File: config.mk
export PLATFORM = sky130hd
export DESIGN_NAME = alu_10b
export DESIGN_NICKNAME = d
export VERILOG_FILES = /design/src/rtl/alu_10b_pkg.sv /design/src/rtl/alu_10b_comb.sv /design/src/rtl/alu_10b.sv
export SDC_FILE = /design/constraint.sdc
export NUM_CORES = 1
export LEC_CHECK = 0
export CAP_MARGIN = 20
export CORE_MARGIN = 10
export CORE_UTILIZATION = 55
export CTS_CLUSTER_DIAMETER = 50
export CTS_CLUSTER_SIZE = 12
export DETAILED_ROUTE_END_ITERATION = 7
export HOLD_SLACK_MARGIN = 0.02
export PLACE_DENSITY = 0.86
export SLEW_MARGIN = 20
export SYNTH_ARGS = -nofsm -noshare
export SYNTH_HDL_FRONTEND = slang
export SYNTH_SLANG_ARGS = --single-unit
File: constraint.sdc
create_clock -name clk -period 9.8 [get_ports clk]
set_clock_uncertainty 0.2 [all_clocks]
set_input_delay 1.47 -clock clk [delete_from_list [all_inputs] [get_ports clk]]
set_output_delay 1.47 -clock clk [all_outputs]
set_load 0.03 [all_outputs]
File: src/rtl/alu_10b_pkg.sv
// Shared opcode encodings and default operand width for the alu_10b ALU.
package alu_10b_pkg;

  localparam int WIDTH_DEF = 10;

  localparam logic [2:0] OP_ADD = 3'b000;
  localparam logic [2:0] OP_SUB = 3'b001;
  localparam logic [2:0] OP_MUL = 3'b010;
  localparam logic [2:0] OP_XOR = 3'b011;
  localparam logic [2:0] OP_AND = 3'b100;
  localparam logic [2:0] OP_OR  = 3'b101;
  localparam logic [2:0] OP_SHL = 3'b110;
  localparam logic [2:0] OP_SHR = 3'b111;

endpackage

File: src/rtl/alu_10b_comb.sv
// Combinational opcode decode and datapath for alu_10b; all operations are
// evaluated at 2*WIDTH bits on zero-extended operands.
module alu_10b_comb
  import alu_10b_pkg::*;
#(
  parameter int WIDTH = WIDTH_DEF
) (
  input  logic [WIDTH-1:0]   a,
  input  logic [WIDTH-1:0]   b,
  input  logic [2:0]         sel,
  output logic [2*WIDTH-1:0] res
);

  logic [2*WIDTH-1:0] a_ext;
  logic [2*WIDTH-1:0] b_ext;

  assign a_ext = {{WIDTH{1'b0}}, a};
  assign b_ext = {{WIDTH{1'b0}}, b};

  // Shift opcodes use only a_ext, so an undriven b cannot leak into them.
  always_comb begin
    res = '0;
    case (sel)
      OP_ADD:  res = a_ext + b_ext;
      OP_SUB:  res = a_ext - b_ext;
      OP_MUL:  res = a_ext * b_ext;
      OP_XOR:  res = a_ext ^ b_ext;
      OP_AND:  res = a_ext & b_ext;
      OP_OR:   res = a_ext | b_ext;
      OP_SHL:  res = a_ext << 1;
      OP_SHR:  res = a_ext >> 1;
      default: res = '0;
    endcase
  end

endmodule

File: src/rtl/alu_10b.sv
// Registered 8-operation ALU, one cycle latency from in_valid to out_valid.
// Define ALU_FLAGS_EN to add registered zero_flag / neg_flag outputs.
module alu_10b
  import alu_10b_pkg::*;
#(
  parameter int WIDTH = WIDTH_DEF
) (
  input  logic               clk,
  input  logic               rst,
  input  logic               in_valid,
  input  logic [WIDTH-1:0]   a,
  input  logic [WIDTH-1:0]   b,
  input  logic [2:0]         sel,
  output logic [2*WIDTH-1:0] y,
`ifdef ALU_FLAGS_EN
  output logic               out_valid,
  output logic               zero_flag,
  output logic               neg_flag
`else
  output logic               out_valid
`endif
);

  logic [2*WIDTH-1:0] res;

  alu_10b_comb #(.WIDTH(WIDTH)) u_comb (
    .a   (a),
    .b   (b),
    .sel (sel),
    .res (res)
  );

  // y holds its last value whenever no new operands are presented.
  always_ff @(posedge clk) begin
    if (rst) begin
      y         <= '0;
      out_valid <= 1'b0;
    end else begin
      out_valid <= in_valid;
      if (in_valid) y <= res;
    end
  end

`ifdef ALU_FLAGS_EN
  always_ff @(posedge clk) begin
    if (rst) begin
      zero_flag <= 1'b0;
      neg_flag  <= 1'b0;
    end else if (in_valid) begin
      zero_flag <= (res == '0);
      neg_flag  <= res[2*WIDTH-1];
    end
  end
`endif

endmodule

==> metrics.md, run 1 <==
| Metric | Value |
|---|---|
| Drc violations | 0 |
| Slew @ Worst Pin | 1050 ps |
| Fmax | 143 MHz |
| Syn Nets | 864 |
| Worst path bufs/invs | 6 |
| Grt ovf | 0 |
| Total setup buffers inserted after CTS | 0 |
| Wire per inst | 19.0 um |
| Die X | 119 um |
| TritonCTS clock tree | yes |
| Area grow syn2layout | 10.0% |
| Fin util | 0.617 |
| Setup Viol. Count Final | 0 |
| All-Layer GR Usage | 0.225 |
| Synth async-reset ratio | 0 |
| Starting density of the core | 0.561 |
| Slew headroom | 0.298 |
| Crit. End Element | flip-flop |
| Total Wirelength | 16100 um |
| Cts bufs inserted | 3 |
| Final min period | 6980 ps |
| Number of synthesized flops with an enable pin | 0 |
| Buffers on Ports | 46 |
| PwrDens | 181 mW/mm^2 |
| Avg Inst Size Synth | 7.88 um^2 |
| Diode count | 0 |
| Critical Path AT | 6920 ps |
| Post-DP HPWL | 13400 um |
| Max-cap check violation count | 0 |
| Number of global-route vias before repair | 5247 |
| Final Hold Fails | 0 |
| Clock sink count | 21 |
| Number of synthesis warnings | 0 |
| Routability Congestion | 1.00 |
| DRT iter0 DRCs | 570 |
| Mapped Area | 0.00543 mm^2 |
| Post-route setup slack | 2820 ps |
| Skew-Pair Late Insertion Delay | 270 ps |
| Crit Path Class | in2reg |
| # IOs | 47 |
| Die Area | 0.0142 mm^2 |
| Post-place setup slack | 2620 ps |
| Worst-path fanout max | 9 |
| Delay of the slowest critical-path stage | 790 ps |
| Post-cts gate resize count | 0 |
| Antenna violations before repair | 0 |
| Core area | 0.00968 mm^2 |
| Hold Buf Count CTS | 0 |
| Critical-path top delay cell | clkdlybuf4s50_1 |
| Detail Route Antenna Nets | 0 |
| First-pass GRT wire length | 26500 um |
| # nets final | 888 |
| CTS root buffer | clkbuf_8 |
| H-tree levels | 1 |
| RSZ-0062 raised after global routing | false |
| Setup TNS | 0 ps |
| Post-route clock period utilization | 0.713 |
| First-pass detailed-route iteration total | 6 |
| Status | completed |
| Register area share after synthesis | 0.0774 |
| Critical path, cell by cell | clkdlybuf4s50_1 -> clkinv_1 -> nor2_1 -> ha_1 -> inv_1 -> fa_1 -> inv_1 -> fa_1 -> fa_1 -> inv_1 -> fa_1 -> inv_1 -> ha_1 -> and3_1 -> a21boi_0 -> o22ai_1 -> o31ai_1 -> xnor2_1 -> o22ai_1 |
| Row cnt | 36 |
| Worst setup SP type | primary input |
| Gate Count Post-Synth | 689 |
| Largest net degree at the start of global routing | 34 |
| Total Power | 1.08 mW |
| Die height | 119 um |
| CP Data Required Time | 9730 ps |
| Post-synth top flop | dfxtp_1 |
| Routed vias | 5126 |
| CTS clk-pin slew, worst paths | 80 ps |
| VDD IR max | 308 uV |
| Via density | 6.07 |
| Unique cell type count in the Yosys netlist | 60 |
| Top Family by Delay on Critical Path | adder cells |
| Static Leak | 2.86 nW |
| CTS Buffer Depth | 2 |
| Slew Viols, Final | 0 |
| #FFs+latches synth | 21 |
| Share of layout cells above drive strength 1 | 0.0183 |
| HP Class | reg2reg |
==> metrics by stage <==
stage,instance area (um^2),instances,hold WS (ps)
after detailed placement,5930,841,259
after global routing,5970,845,289
after CTS,5980,845,278
final,5970,845,274
after floorplan,5430,689,390
after global placement,5930,841,251
==> logic make-up (layout without fill, tap and decap cells) <==
family,Yosys count,after routing,share of synthesized area
muxes,3,3,0.00553
AOI/OAI and AO/OA,146,146,0.170
adders and majority gates,149,149,0.432
buffers and inverters,124,147,0.0897
xor gates and xnor gates,30,30,0.0484
DFF,21,21,0.0774
and+or+nand+nor,216,216,0.177
==> synthesized netlist by cell type (all sizes together) (6+ instances only) <==
cell / number / area [um^2]
a21oi: 46 / 238
nand2: 71 / 267
clkinv: 10 / 37.5
ha: 85 / 1060
nand2b: 8 / 57.6
buf: 12 / 65.1
fa: 64 / 1280
inv: 87 / 327
o21ai: 37 / 185
nor3: 8 / 40.0
xor2: 9 / 78.8
nand3: 10 / 50.1
a221oi: 7 / 61.3
clkbuf: 15 / 57.6
a21o: 6 / 45.0
a31oi: 6 / 37.5
o22ai: 7 / 43.8
nor2: 88 / 333
nor2b: 6 / 37.5
xnor2: 21 / 184
dfxtp: 21 / 420
==> where the power goes <==
part / internal [mW] / switching, mW / total, mW
Combinational: 0.378 / 0.545 / 0.923
Clock: 0.0284 / 0.0294 / 0.0578
Sequential: 0.0941 / 0.00426 / 0.0984
Total: 0.500 / 0.578 / 1.08
==> cells in the final DEF, fill, tap and decap left out, types with 2 or more instances in the layout <==
master and count:
nor3_1 8, nand2_1 71, nor2_1 87, o211ai_1 4
a221o_1 4, and2b_1 2, a211oi_1 2, a311oi_1 3
a21o_1 6, nand2b_1 7, o31ai_1 3, nand3_1 10
a31oi_1 6, dfxtp_1 21, a211o_1 2, clkinv_1 10
and2_2 2, and3_1 4, mux2i_1 3, a22oi_1 2
nor2b_1 6, clkdlybuf4s50_1 45, xor2_1 9, o21ai_0 37
o2111ai_1 2, a21oi_1 44, nor3b_1 3, o22ai_1 7
or3_1 2, inv_1 87, a22o_1 2, o21a_1 4
fa_1 64, ha_1 85, a21oi_2 2, xnor2_1 21
nand4_1 3, clkbuf_8 3, a221oi_1 7, nor4_1 3
==> worst reg2reg max path, cell delays in order, from the launching register on <==
cell and delay [ps]:
dfxtp_1 330, nor2_1 40, nor2_1 100, o21ai_0 100
a31oi_1 140
==> path summary, 6_finish.rpt <==
path                             from     to  slack, ps  cells after the start
worst min-delay path            y[12]  y[12]        270                      2
worst max register to register   y[9]   y[9]       8810                      4
worst max-delay path             a[1]  y[18]       2820                     19
worst min register to register  y[12]  y[12]        270                      2
==> layer usage <==
metal | GRT usage | up-vias | wire length, um
met2 | 0.397 | 287 | 7920
met4 | 0.0943 | 0 | 687
met1 | 0.275 | 2448 | 6420
met5 | 0 | - | 0
met3 | 0.0213 | 50 | 1030
li1 | - | 2341 | -
==> cell type report <==
class	count	area [um^2]
Multi-Input combinational cell	544	4520
Fill cell	881	3710
Timing Repair Buffer	46	455
Sequential cell	21	420
Inverter	97	364
Tap cell	133	166
Clock buffer	3	41.3
Clock inverter	1	5.00
==> registers in the layout (all words and copies together) (netlist names) <==
| signal | flops |
|---|---|
| y | 20 |
| out_valid | 1 |
Power figures use the tool's default switching activity.
==> inputs of run 2 (changes only) <==
Settings changed: PLACE_DENSITY 0.86 to 0.89.
Clock period 9.8 ns to 5.94 ns, I/O delays scaled along.
==> run 2 against run 1 <==
Against the previous run: core utilization grew 6.8 points; global-route usage grew 1.8 points; via count grew 6.6%; cell count grew 8.3%; sequential cell count is the same; register-to-register slack lost 3900 ps; routed wire length grew 8.8%; worst setup slack lost 2700 ps.
==> metrics.md, run 2 (synthesized netlist as in run 1, its figures left out) <==
| Metric | Value |
|---|---|
| CTS clk-pin slew, worst paths | 80 ps (about the same) |
| Top flop regs | y x20, out_valid x1 (unchanged) |
| Largest net degree at the start of global routing | 34 (unchanged) |
| DRT iter0 DRCs | 573 (was 570) |
| Hold path startpoint | y[1] (was y[12]) |
| Cts bufs inserted | 3 (unchanged) |
| Slew @ Worst Pin | 1100 ps (was 1050 ps) |
| Buffers on Ports | 46 (unchanged) |
| Slew headroom | 0.267 (was 0.298) |
| Skew-Pair Late Insertion Delay | 260 ps (was 270 ps) |
| First-pass detailed-route iteration total | 5 (was 6) |
| Post-place setup slack | -457 ps (was 2620 ps) |
| TritonCTS clock tree | yes (unchanged) |
| Row cnt | 36 (unchanged) |
| Post-DP HPWL | 14400 um (was 13400 um) |
| # nets final | 958 (was 888) |
| Wire per inst | 19.1 um (was 19.0 um) |
| Status | completed (unchanged) |
| Die height | 119 um (unchanged) |
| Final min period | 5850 ps |
| Setup Viol. Count Final | 0 (unchanged) |
| Crit Path Class | in2reg (unchanged) |
| CTS Buffer Depth | 2 (unchanged) |
| Largest register FFs | 20 (unchanged) |
| Via density | 5.97 (was 6.07) |
| Placed cells | 907 (was 841) |
| Share of layout cells above drive strength 1 | 0.125 (was 0.0183) |
| Largest reg by FF count | y (unchanged) |
| # IOs | 47 (unchanged) |
| Drc violations | 0 (unchanged) |
| CP Data Required Time | 5900 ps (was 9730 ps) |
| All-Layer GR Usage | 0.244 (was 0.225) |
| Final Hold Fails | 0 (unchanged) |
| Critical-path top delay cell | fa_1 (was clkdlybuf4s50_1) |
| H-tree levels | 1 (unchanged) |
| Critical Path AT | 5810 ps (was 6920 ps) |
| Antenna violations before repair | 0 (unchanged) |
| Die X | 119 um (unchanged) |
| Crit. End Element | flip-flop (unchanged) |
| Fill count | 787 (was 881) |
| Area grow syn2layout | 22.1% (was 10.0%) |
| Fin cells | 915 (was 845) |
| Post-route setup slack | 89.1 ps (was 2820 ps) |
| Total Wirelength | 17500 um (was 16100 um) |
| Routability Congestion | 0.986 (was 1.00) |
| First-pass GRT wire length | 28800 um (was 26500 um) |
| Hold WS | 271 ps (was 274 ps) |
| Fin util | 0.684 (was 0.617) |
| Top cell by count, worst path | fa_1 |
| RR Startpoint | y[9] (unchanged) |
| Clock sink count | 21 (unchanged) |
| CTS root buffer | clkbuf_8 (unchanged) |
| Most frequent cells in the layout | inv_1, nor2_1, ha_1 (unchanged) |
| Slew Viols, Final | 0 (unchanged) |
| Setup TNS | 0 ps (unchanged) |
| Diode count | 0 (unchanged) |
| Worst-path fanout max | 8 (was 9) |
| Routed vias | 5463 (was 5126) |
| Max-cap check violation count | 0 (unchanged) |
| Delay of the slowest critical-path stage | 550 ps (was 790 ps) |
| HP Class | reg2reg (unchanged) |
| Fmax | 171 MHz |
| Number of global-route vias before repair | 5847 (was 5247) |
| Core area | 0.00968 mm^2 (unchanged) |
| VDD IR max | 287 uV (was 308 uV) |
| Post-route clock period utilization | 0.985 |
| Worst setup SP type | primary input (unchanged) |
| Die Area | 0.0142 mm^2 (unchanged) |
| Static Leak | 3.29 nW (was 2.86 nW) |
| PwrDens | 319 mW/mm^2 (was 181 mW/mm^2) |
| Placed Area | 0.00643 mm^2 (was 0.00593 mm^2) |
| Starting density of the core | 0.561 (unchanged) |
| Grt ovf | 0 (unchanged) |
| Total Power | 2.12 mW (was 1.08 mW) |
| Detail Route Antenna Nets | 0 (unchanged) |
| Crit path launch | a[5] (was a[1]) |
| Post-layout instance area | 0.00663 mm^2 (was 0.00597 mm^2) |
| Critical path, cell by cell | clkdlybuf4s50_1 -> buf_4 -> buf_4 -> buf_4 -> clkinvlp_4 -> nor2_1 -> fa_1 -> fa_1 -> fa_1 -> fa_1 -> ha_1 -> ha_1 -> a21oi_1 -> o21a_1 -> o21ai_0 -> o21ai_0 -> nand4b_1 -> a21o_1 (was clkdlybuf4s50_1 -> clkinv_1 -> nor2_1 -> ha_1 -> inv_1 -> fa_1 -> inv_1 -> fa_1 -> fa_1 -> inv_1 -> fa_1 -> inv_1 -> ha_1 -> and3_1 -> a21boi_0 -> o22ai_1 -> o31ai_1 -> xnor2_1 -> o22ai_1) |
## run 2: changes by cell type in the layout (fill, tap and decap cells not counted), sizes merged
cell           before  now
clkinvlp            0    1
dlygate4sd2         0    2
dlymetal6s2s        0    8
clkbuf              3    4
clkinv             11    9
buf                 1   70
clkdlybuf4s50      45   36
## run 2: layout make-up
type                    instances  area (um^2)  area share
flip-flops and latches         21          420      0.0634
multi-input cells             544         4620       0.696
repair buffers                116         1010       0.153
well taps                     133          166      0.0251
inverters                      97          369      0.0557
clock buffers                   4         45.0     0.00680
## run 2: routing by layer
metal | share of wire | track usage | routed length [um] | up-vias
li1 | - | - | - | 2482
met1 | 0.39 | 0.293 | 6780 | 2633
met2 | 0.49 | 0.424 | 8630 | 286
met3 | 0.078 | 0.0378 | 1360 | 62
met4 | 0.040 | 0.100 | 705 | 0
met5 | 0 | 0 | 0 | -
## run 2: path summary, 6_finish.rpt
path / end / slack [ps] / depth (start not counted)
max: y[19] / 90 / 18
min reg2reg: y[1] / 270 / 2
max reg2reg: y[9] / 4940 / 4
min: y[1] / 270 / 2
## run 2: where the power goes
group	leakage, nW	internal [mW]	switching (mW)	total (mW)
clock	0.0228	0.0478	0.0478	0.0956
combinational	3.09	0.856	1.00	1.86
sequential	0.172	0.155	0.00746	0.163
## run 2: repair_timing
item | in CTS | in global routing
endpoints found under the hold margin | 0 | 0
hold buffers | 0 | 0
setup buffers | 0 | 4
setup endpoints to repair | 6 | 13
pin swaps | 0 | 5
resized for setup | 8 | 25
## run 2: critical path, delay by kind of cell
kind	cells	cell delay, ps
compound gates	5	930
fa+ha+maj	6	2620
buf+inv	5	1050
simple gates	2	310
